[src/rtl/isa_pkg.sv]
// Shared MIPS ISA constants and the fetch-unit state encoding.
// The HALT word is the all-zero instruction.
package isa_pkg;
  localparam logic [5:0] OP_RTYPE = 6'b000000;
  localparam logic [5:0] OP_ADDI  = 6'b001000;
  localparam logic [5:0] OP_LW    = 6'b100011;
  localparam logic [5:0] OP_SW    = 6'b101011;

  localparam logic [5:0] FN_ADD = 6'b100000;
  localparam logic [5:0] FN_SUB = 6'b100010;
  localparam logic [5:0] FN_MUL = 6'b000010;
  localparam logic [5:0] FN_SLL = 6'b000000;

  localparam logic [31:0] HALT_WORD = 32'h0000_0000;

  typedef enum logic [1:0] {IDLE, FETCH, ISSUE, HALTED} fetch_state_e;
endpackage

[src/rtl/instr_mem.sv]
// DEPTH x 32 program store: one write port, registered read port.
// The array itself is not reset; only the read register is, so it comes up as 0.
module instr_mem
  import isa_pkg::*;
#(
  parameter int DEPTH  = 64,
  parameter int ADDR_W = 6
) (
  input  logic              clk,
  input  logic              reset,
  input  logic              we,
  input  logic [ADDR_W-1:0] waddr,
  input  logic [31:0]       wdata,
  input  logic              re,
  input  logic [ADDR_W-1:0] raddr,
  output logic [31:0]       rdata
);
  logic [31:0] mem [DEPTH];
  logic [31:0] rdata_q, rdata_d;

  always_ff @(posedge clk) begin
    if (we) mem[waddr] <= wdata;
  end

  // Read register holds its value until the next read, so the output is stable during stalls.
  always_comb begin
    rdata_d = rdata_q;
    if (re) rdata_d = mem[raddr];
  end

  always_ff @(posedge clk or posedge reset) begin
    if (reset) rdata_q <= '0;
    else       rdata_q <= rdata_d;
  end

  assign rdata = rdata_q;
endmodule

[src/rtl/instr_fetch_unit.sv]
// Loadable instruction source: program store, word-stepping PC and fetch/issue FSM
// presenting one instruction at a time on a valid/ready handshake until HALT is issued.
module instr_fetch_unit #(
  parameter int          DEPTH     = 64,
  parameter int          ADDR_W    = 6,
  parameter logic [31:0] HALT_WORD = isa_pkg::HALT_WORD
) (
  input  logic              clk,
  input  logic              reset,
  input  logic              load_en,
  input  logic [ADDR_W-1:0] load_addr,
  input  logic [31:0]       load_data,
  input  logic              start,
  output logic [31:0]       instruction,
  output logic              instr_valid,
  input  logic              instr_ready,
  output logic [31:0]       pc,
  output logic              busy,
  output logic              halted,
  output logic [15:0]       issue_count
);
  import isa_pkg::*;

  fetch_state_e      state_q, state_d;
  logic [ADDR_W-1:0] pc_q, pc_d;
  logic              valid_q, valid_d;
  logic              halted_q, halted_d;
  logic [15:0]       cnt_q, cnt_d;
  logic              mem_we, mem_re;
  logic [31:0]       rdata;

  instr_mem #(.DEPTH(DEPTH), .ADDR_W(ADDR_W)) u_mem (
    .clk   (clk),
    .reset (reset),
    .we    (mem_we),
    .waddr (load_addr),
    .wdata (load_data),
    .re    (mem_re),
    .raddr (pc_q),
    .rdata (rdata)
  );

  always_comb begin
    state_d  = state_q;
    pc_d     = pc_q;
    valid_d  = valid_q;
    halted_d = halted_q;
    cnt_d    = cnt_q;
    mem_re   = 1'b0;
    // Loads only while the store is not being read by a running program.
    mem_we   = load_en && (state_q == IDLE || state_q == HALTED);
    case (state_q)
      IDLE, HALTED: begin
        if (start) begin
          pc_d     = '0;
          cnt_d    = '0;
          halted_d = 1'b0;
          state_d  = FETCH;
        end
      end
      FETCH: begin
        mem_re  = 1'b1;
        valid_d = 1'b1;
        state_d = ISSUE;
      end
      ISSUE: begin
        if (valid_q && instr_ready) begin
          if (cnt_q != 16'hFFFF) cnt_d = cnt_q + 16'd1;
          valid_d = 1'b0;
          if (rdata == HALT_WORD) begin
            halted_d = 1'b1;
            state_d  = HALTED;
          end else begin
            pc_d    = pc_q + ADDR_W'(1);
            state_d = FETCH;
          end
        end
      end
      default: state_d = IDLE;
    endcase
  end

  always_ff @(posedge clk or posedge reset) begin
    if (reset) begin
      state_q  <= IDLE;
      pc_q     <= '0;
      valid_q  <= 1'b0;
      halted_q <= 1'b0;
      cnt_q    <= '0;
    end else begin
      state_q  <= state_d;
      pc_q     <= pc_d;
      valid_q  <= valid_d;
      halted_q <= halted_d;
      cnt_q    <= cnt_d;
    end
  end

  assign instruction = rdata;
  assign instr_valid = valid_q;
  assign pc          = {{(30-ADDR_W){1'b0}}, pc_q, 2'b00};
  assign busy        = (state_q == FETCH) || (state_q == ISSUE);
  assign halted      = halted_q;
  assign issue_count = cnt_q;
endmodule

[config.mk]
export PLATFORM = sky130hd
export DESIGN_NAME = instr_fetch_unit
export DESIGN_NICKNAME = d
export VERILOG_FILES = /design/src/rtl/isa_pkg.sv /design/src/rtl/instr_mem.sv /design/src/rtl/instr_fetch_unit.sv
export SDC_FILE = /design/constraint.sdc
export NUM_CORES = 2
export LEC_CHECK = 0
export CORE_MARGIN = 2
export CORE_UTILIZATION = 56
export DETAILED_ROUTE_END_ITERATION = 6
export PLACE_DENSITY = 0.75
export SYNTH_ARGS = -nofsm -noshare
export SYNTH_HDL_FRONTEND = slang
export SYNTH_SLANG_ARGS = --single-unit
[constraint.sdc]
create_clock -name clk -period 3.1 [get_ports clk]
set_input_delay 0.62 -clock clk [delete_from_list [all_inputs] [get_ports clk]]
set_output_delay 0.62 -clock clk [all_outputs]
set_load 0.1 [all_outputs]
# == After elaboration in Yosys (flattened, before gate mapping) ==
# Memories as Yosys holds them, arrays and structs flattened. A register that Yosys moved wholly into a read port is not among the register bits.
# Index checks and enable logic that the tools add are counted.
# word_totals
register_bits,26
ramBits,2048
inputBits,43
out_inout_bits,83
word_cells,52
n_memories,1
# memory_table
name,words,width,rd,rd_ports_with_merged_regs,write_ports,line,text
u_mem.mem,64,32,1,1,1,instr_mem.sv:18,logic [31:0] mem [DEPTH];
# classes
addsub,2
eq_ne,9
n_mux,21
reduce_logical,14
# ops
operator,count
$mux 16,3
$logic_not 32->1,1
$pmux 16 s2,1
$mux 6,3
$add 16x1->16 const B,1
$ne 16x16->1 const B,1
$pmux 6 s2,1
$reduce_and 4->1,3
$ne 2x2->1 const B,5
$mux 1,7
$add 6x1->6 const B,1
$mux 2,3
$pmux 2 s3,1
$eq 2x2->1 const B,2
$pmux 1 s2,2
$reduce_and 2->1,2
$reduce_bool 2->1,2
$eq 2x1->1 const B,1
$logic_and 1x1->1,2
$logic_not 2->1,1
$logic_or 1x1->1,2
$reduce_or 2->1,1

# == Longest topological paths before layout ==
# logic_depth
word_depth,5
depth_mapped,11

# == Hierarchy ==
# From an unflattened synthesis, not the netlist that was laid out.
# hier_totals
hier_cells,4033
hier_area_um2,81386.8
# modules_own_cells
mod,n_inst,cells_per_inst,area_each_um2,seq_area_each_um2
instr_mem,1,3834,79626.4,62299.8
instr_fetch_unit,1,199,1760.4,650.6

# == Least setup slack after synthesis ==
# OpenSTA, ideal clock, no wires.
# synth_timing
path_kind,reg2reg
startpoint,register state_q[0]
endpoint,"memory u_mem.mem[52][0], enable pin"
t_arrival_ps,3265
setup_slack_ps,-586
path_stages_with_launch,8
synth_period_minus_slack_ps,3686
cell_sequence,dfrtp_1 > inv_1 > ha_1 > clkbuf_1 > inv_1 > nor2_1 > nand2_1 > nor2_1
# synth_via
elab_chain_cells,5
elab_cells_between_ends,6
# synth_rtl
item,line,text
"start, declared",instr_fetch_unit.sv:24,"fetch_state_e state_q, state_d;"
"start signal, assigned",instr_fetch_unit.sv:91,state_q <= state_d;
$eq 2x2->1 or $logic_not 2->1 (tied branches),instr_fetch_unit.sv:51,mem_we = load_en && (state_q == IDLE || state_q == HALTED);
$logic_or 1x1->1 *,instr_fetch_unit.sv:51,
$logic_and 1x1->1 *,instr_fetch_unit.sv:51,
$mux 1 *,instr_mem.sv:22,if (we) mem[waddr] <= wdata;
$mux 1 (implied by the code) *,instr_mem.sv:22,
"end, declared",instr_mem.sv:18,
# Every way passes the cells marked *; elsewhere a longest branch is shown, timed or not.

==> reports/results.ini <==
[outcome]
status = completed

[global_routing]
grt_max_degree = 65
grt_pass1_vias = 42000
gr-total-overflow = 0
antenna_found_initial = 12
grt_pass1_wl_um = 306000
grt_use_total_pct = 29.4

[pwr]
seq_power_share_pct = 46.1
switchingPower_uw = 19700
intPower_uw = 50100
combPwrFrac_pct = 20.6
clkPwrFrac_pct = 33.3
swShare_pct = 28.3
leakage_uw = 0.0298
power_density_nw_per_um2 = 743
ir_drop_v = 0.000548

[die]
die_x_um = 385
start_util_pct = 56.5
fp.dieArea_sq_um = 148000
io_pins = 126
die_h_um = 385
core_sq_um = 144000
rows = 139

[timing]
rsz0062_at_grt = no
setup-tns-final_ns = 0
finalHoldViolCount = 0
max_freq_mhz = 333
slew-limit-headroom_pct = 20.9
slew_violations = 0
finalSetupViolations = 0
fin_skew_ns = 0.0393
worst_hold_slack_ns = 0.127
min_period_over_period_pct = 96.9
worstMarginPinSlew_ns = 1.19
fin_crit_ns = 3.01

[synth]
yosys.area.top_type_share_pct = 75.7
synth_flop_cell = edfxtp_1
async_reset_ff_share_pct = 2.75
syn_area_per_cell_sq_um = 21.5
synth_cells = 3780
yosysSeqAreaShare_pct = 77.4
synth.area.top_cells = edfxtp_1 76%, mux4_2 12%, mux2i_1 3.0%, dfrtp_1 1.8%, nor2_1 0.72%
yosysWarnings = 0
synth_top_area_cell = edfxtp_1
syn_area_sq_um = 81300
synth_edf_count = 2048
synth_seq_cells = 2106
synth_cell_types = 57

[route]
drt_pass1_iterations = 6
wirelength_um = 215000
wire_per_inst_um = 34.0
drc_errors = 0
ant_nets = 0
num_vias = 42800
viasPerCell = 6.77
drtIter0Drc = 6216

[setup_path]
startpoint = pc_q[1]$_DFFE_PP0P_
reg2reg_from = pc_q[1]$_DFFE_PP0P_
reg2reg_depth = 6
arrival_ns = 3.69
worstSetupEndpointType = flip-flop
worst-setup-path-type = flip-flop to flip-flop
crit_fanout = 29
worstPathRequired_ns = 3.79
critPathLaunchType = flip-flop

[clock_tree]
numCtsBuffers = 199
root_buffer = clkbuf_16
clk_latency_ns = 0.84
cts_sinks = 2106
clk_pin_slew_ns = 0.06
clockBufferDepth = 3
cts_tree = yes
cts_hold_buf = 0
h-tree-depth = 4

[finish]
final_cell_count_no_fill = 6313
finalInstanceArea_sq_um = 94000
drive_gt1_share_pct = 29.3
n_fill_cell = 8990
area_delta_synth_final_pct = 15.6
nets = 4296

[placement]
gp_congestion = 0.877
dpl-instance-area_sq_um = 87700
dp.cells = 5946
place_hpwl_um = 129000
port_buffers = 99

[run]
drv_cap = 0

[min_path]
hp-class = input port to asynchronous set/reset pin

per-layer routing:
metal,up-vias,track usage [%],wire (um)
met5,-,0,72
met4,10,8.75,6370
met3,420,8.69,28900
met2,3185,44.7,100000
met1,22400,41.9,79200
li1,16800,-,-
worst max-delay path: stages, from the launching register on:
cell and delay (ns):
dfrtp_4 0.47, buf_12 0.23, buf_4 0.46, mux4_2 0.43
mux4_2 0.55, o221ai_2 0.47, o221ai_2 0.19
cell type report:
class | count | area [sq um] | share of cell area (%)
Tap cell | 1903 | 2380 | 2.53
Clock inverter | 95 | 812 | 0.864
Timing Repair Buffer | 476 | 4820 | 5.13
Antenna cell | 2 | 5.00 | 0.00533
Multi-Input combinational cell | 1436 | 17500 | 18.6
Inverter | 29 | 109 | 0.116
Sequential cell | 2106 | 63000 | 67.0
Clock buffer | 266 | 5370 | 5.72
flip-flops by register name (all words and copies together) (netlist names):
| name | cells |
|---|---|
| halted | 1 |
| instr_valid | 1 |
| issue_count | 16 |
| pc_q | 6 |
| state_q | 2 |
| u_mem.mem | 2048 |
| u_mem.rdata | 32 |
power groups by stage:
stage | Sequential, uW | Combinational, uW | Clock (uW)
after floorplan | 34100 | 7310 | 0
after global placement | 32800 | 13900 | 0
after detailed placement | 32800 | 14100 | 0
after CTS | 32200 | 14300 | 23500
after global routing | 32200 | 15000 | 24500
final | 32200 | 14400 | 23300
logic make-up (layout without fill, tap and decap cells):
kind of cell / after synthesis / after routing / synth area share (%)
mux: 693 / 693 / 15.3
compound gates: 363 / 363 / 3.51
flops: 2106 / 2106 / 77.4
simple gates: 342 / 342 / 1.83
fa+ha+maj: 5 / 5 / 0.0770
buf+inv: 263 / 866 / 1.78
other cells: 1 / 28 / 0.00461
xor+xnor: 7 / 7 / 0.0754
layout by cell type (no fill, tap or decap), types with 34 or more instances in the layout:
cell type,n
dfrtp_1,53
o22ai_1,56
mux2i_1,246
clkbuf_16,200
clkinv_1,34
nand2_1,108
o221ai_1,38
nor2_4,64
a21oi_1,41
clkbuf_1,54
buf_12,104
mux4_2,437
a211o_1,40
edfxtp_1,2048
nor2_1,92
buf_4,329
timing repair:
item	in CTS	in global routing
gates resized for setup	3	2
cloned	0	0
setup buffers	4	0
pin swaps	0	0
endpoints found under the setup margin	4	2
synthesized netlist by cell type (all sizes together) (6+ instances only):
master   count
nand3       15
o211ai      12
a22o         6
o21ai       26
dfrtp       58
buf        166
or3          6
a221o       13
clkbuf      68
mux4       437
nor4         9
nor2       157
a22oi       18
a21oi       41
nand2      108
o22ai       56
nor3         6
a32oi        8
nor2b        9
a221oi      29
inv         29
and2         6
o2111ai     11
mux2        10
o221ai      58
o22a         7
mux2i      246
edfxtp    2048
o31ai       14
a211oi      13
a211o       40
per-stage QoR:
step,utilization (%),power [uW],setup WS (ns)
5_1_grt,65.3,71700,0.0161
4_1_cts,65.3,69900,0.0679
6_report,65.3,69800,0.0946
3_5_place_dp,61.0,46900,0.0472
2_1_floorplan,-,41400,-0.188
3_3_place_gp,61.0,46700,0.0314
worst paths after layout:
path                                                    end  slack [ns]
min in group clk                  u_mem.mem[5][2]$_DFFE_PP_        0.21
worst min-delay path             issue_count[9]$_DFFE_PP0P_        0.13
worst max-delay path            u_mem.rdata[25]$_DFFE_PP0P_        0.09
worst min register to register           halted$_DFFE_PP0P_        0.54
worst max register to register  u_mem.rdata[25]$_DFFE_PP0P_        0.09
max in group asynchronous       u_mem.rdata[11]$_DFFE_PP0P_        2.32
Note: power is estimated with default switching activity, not from simulation.
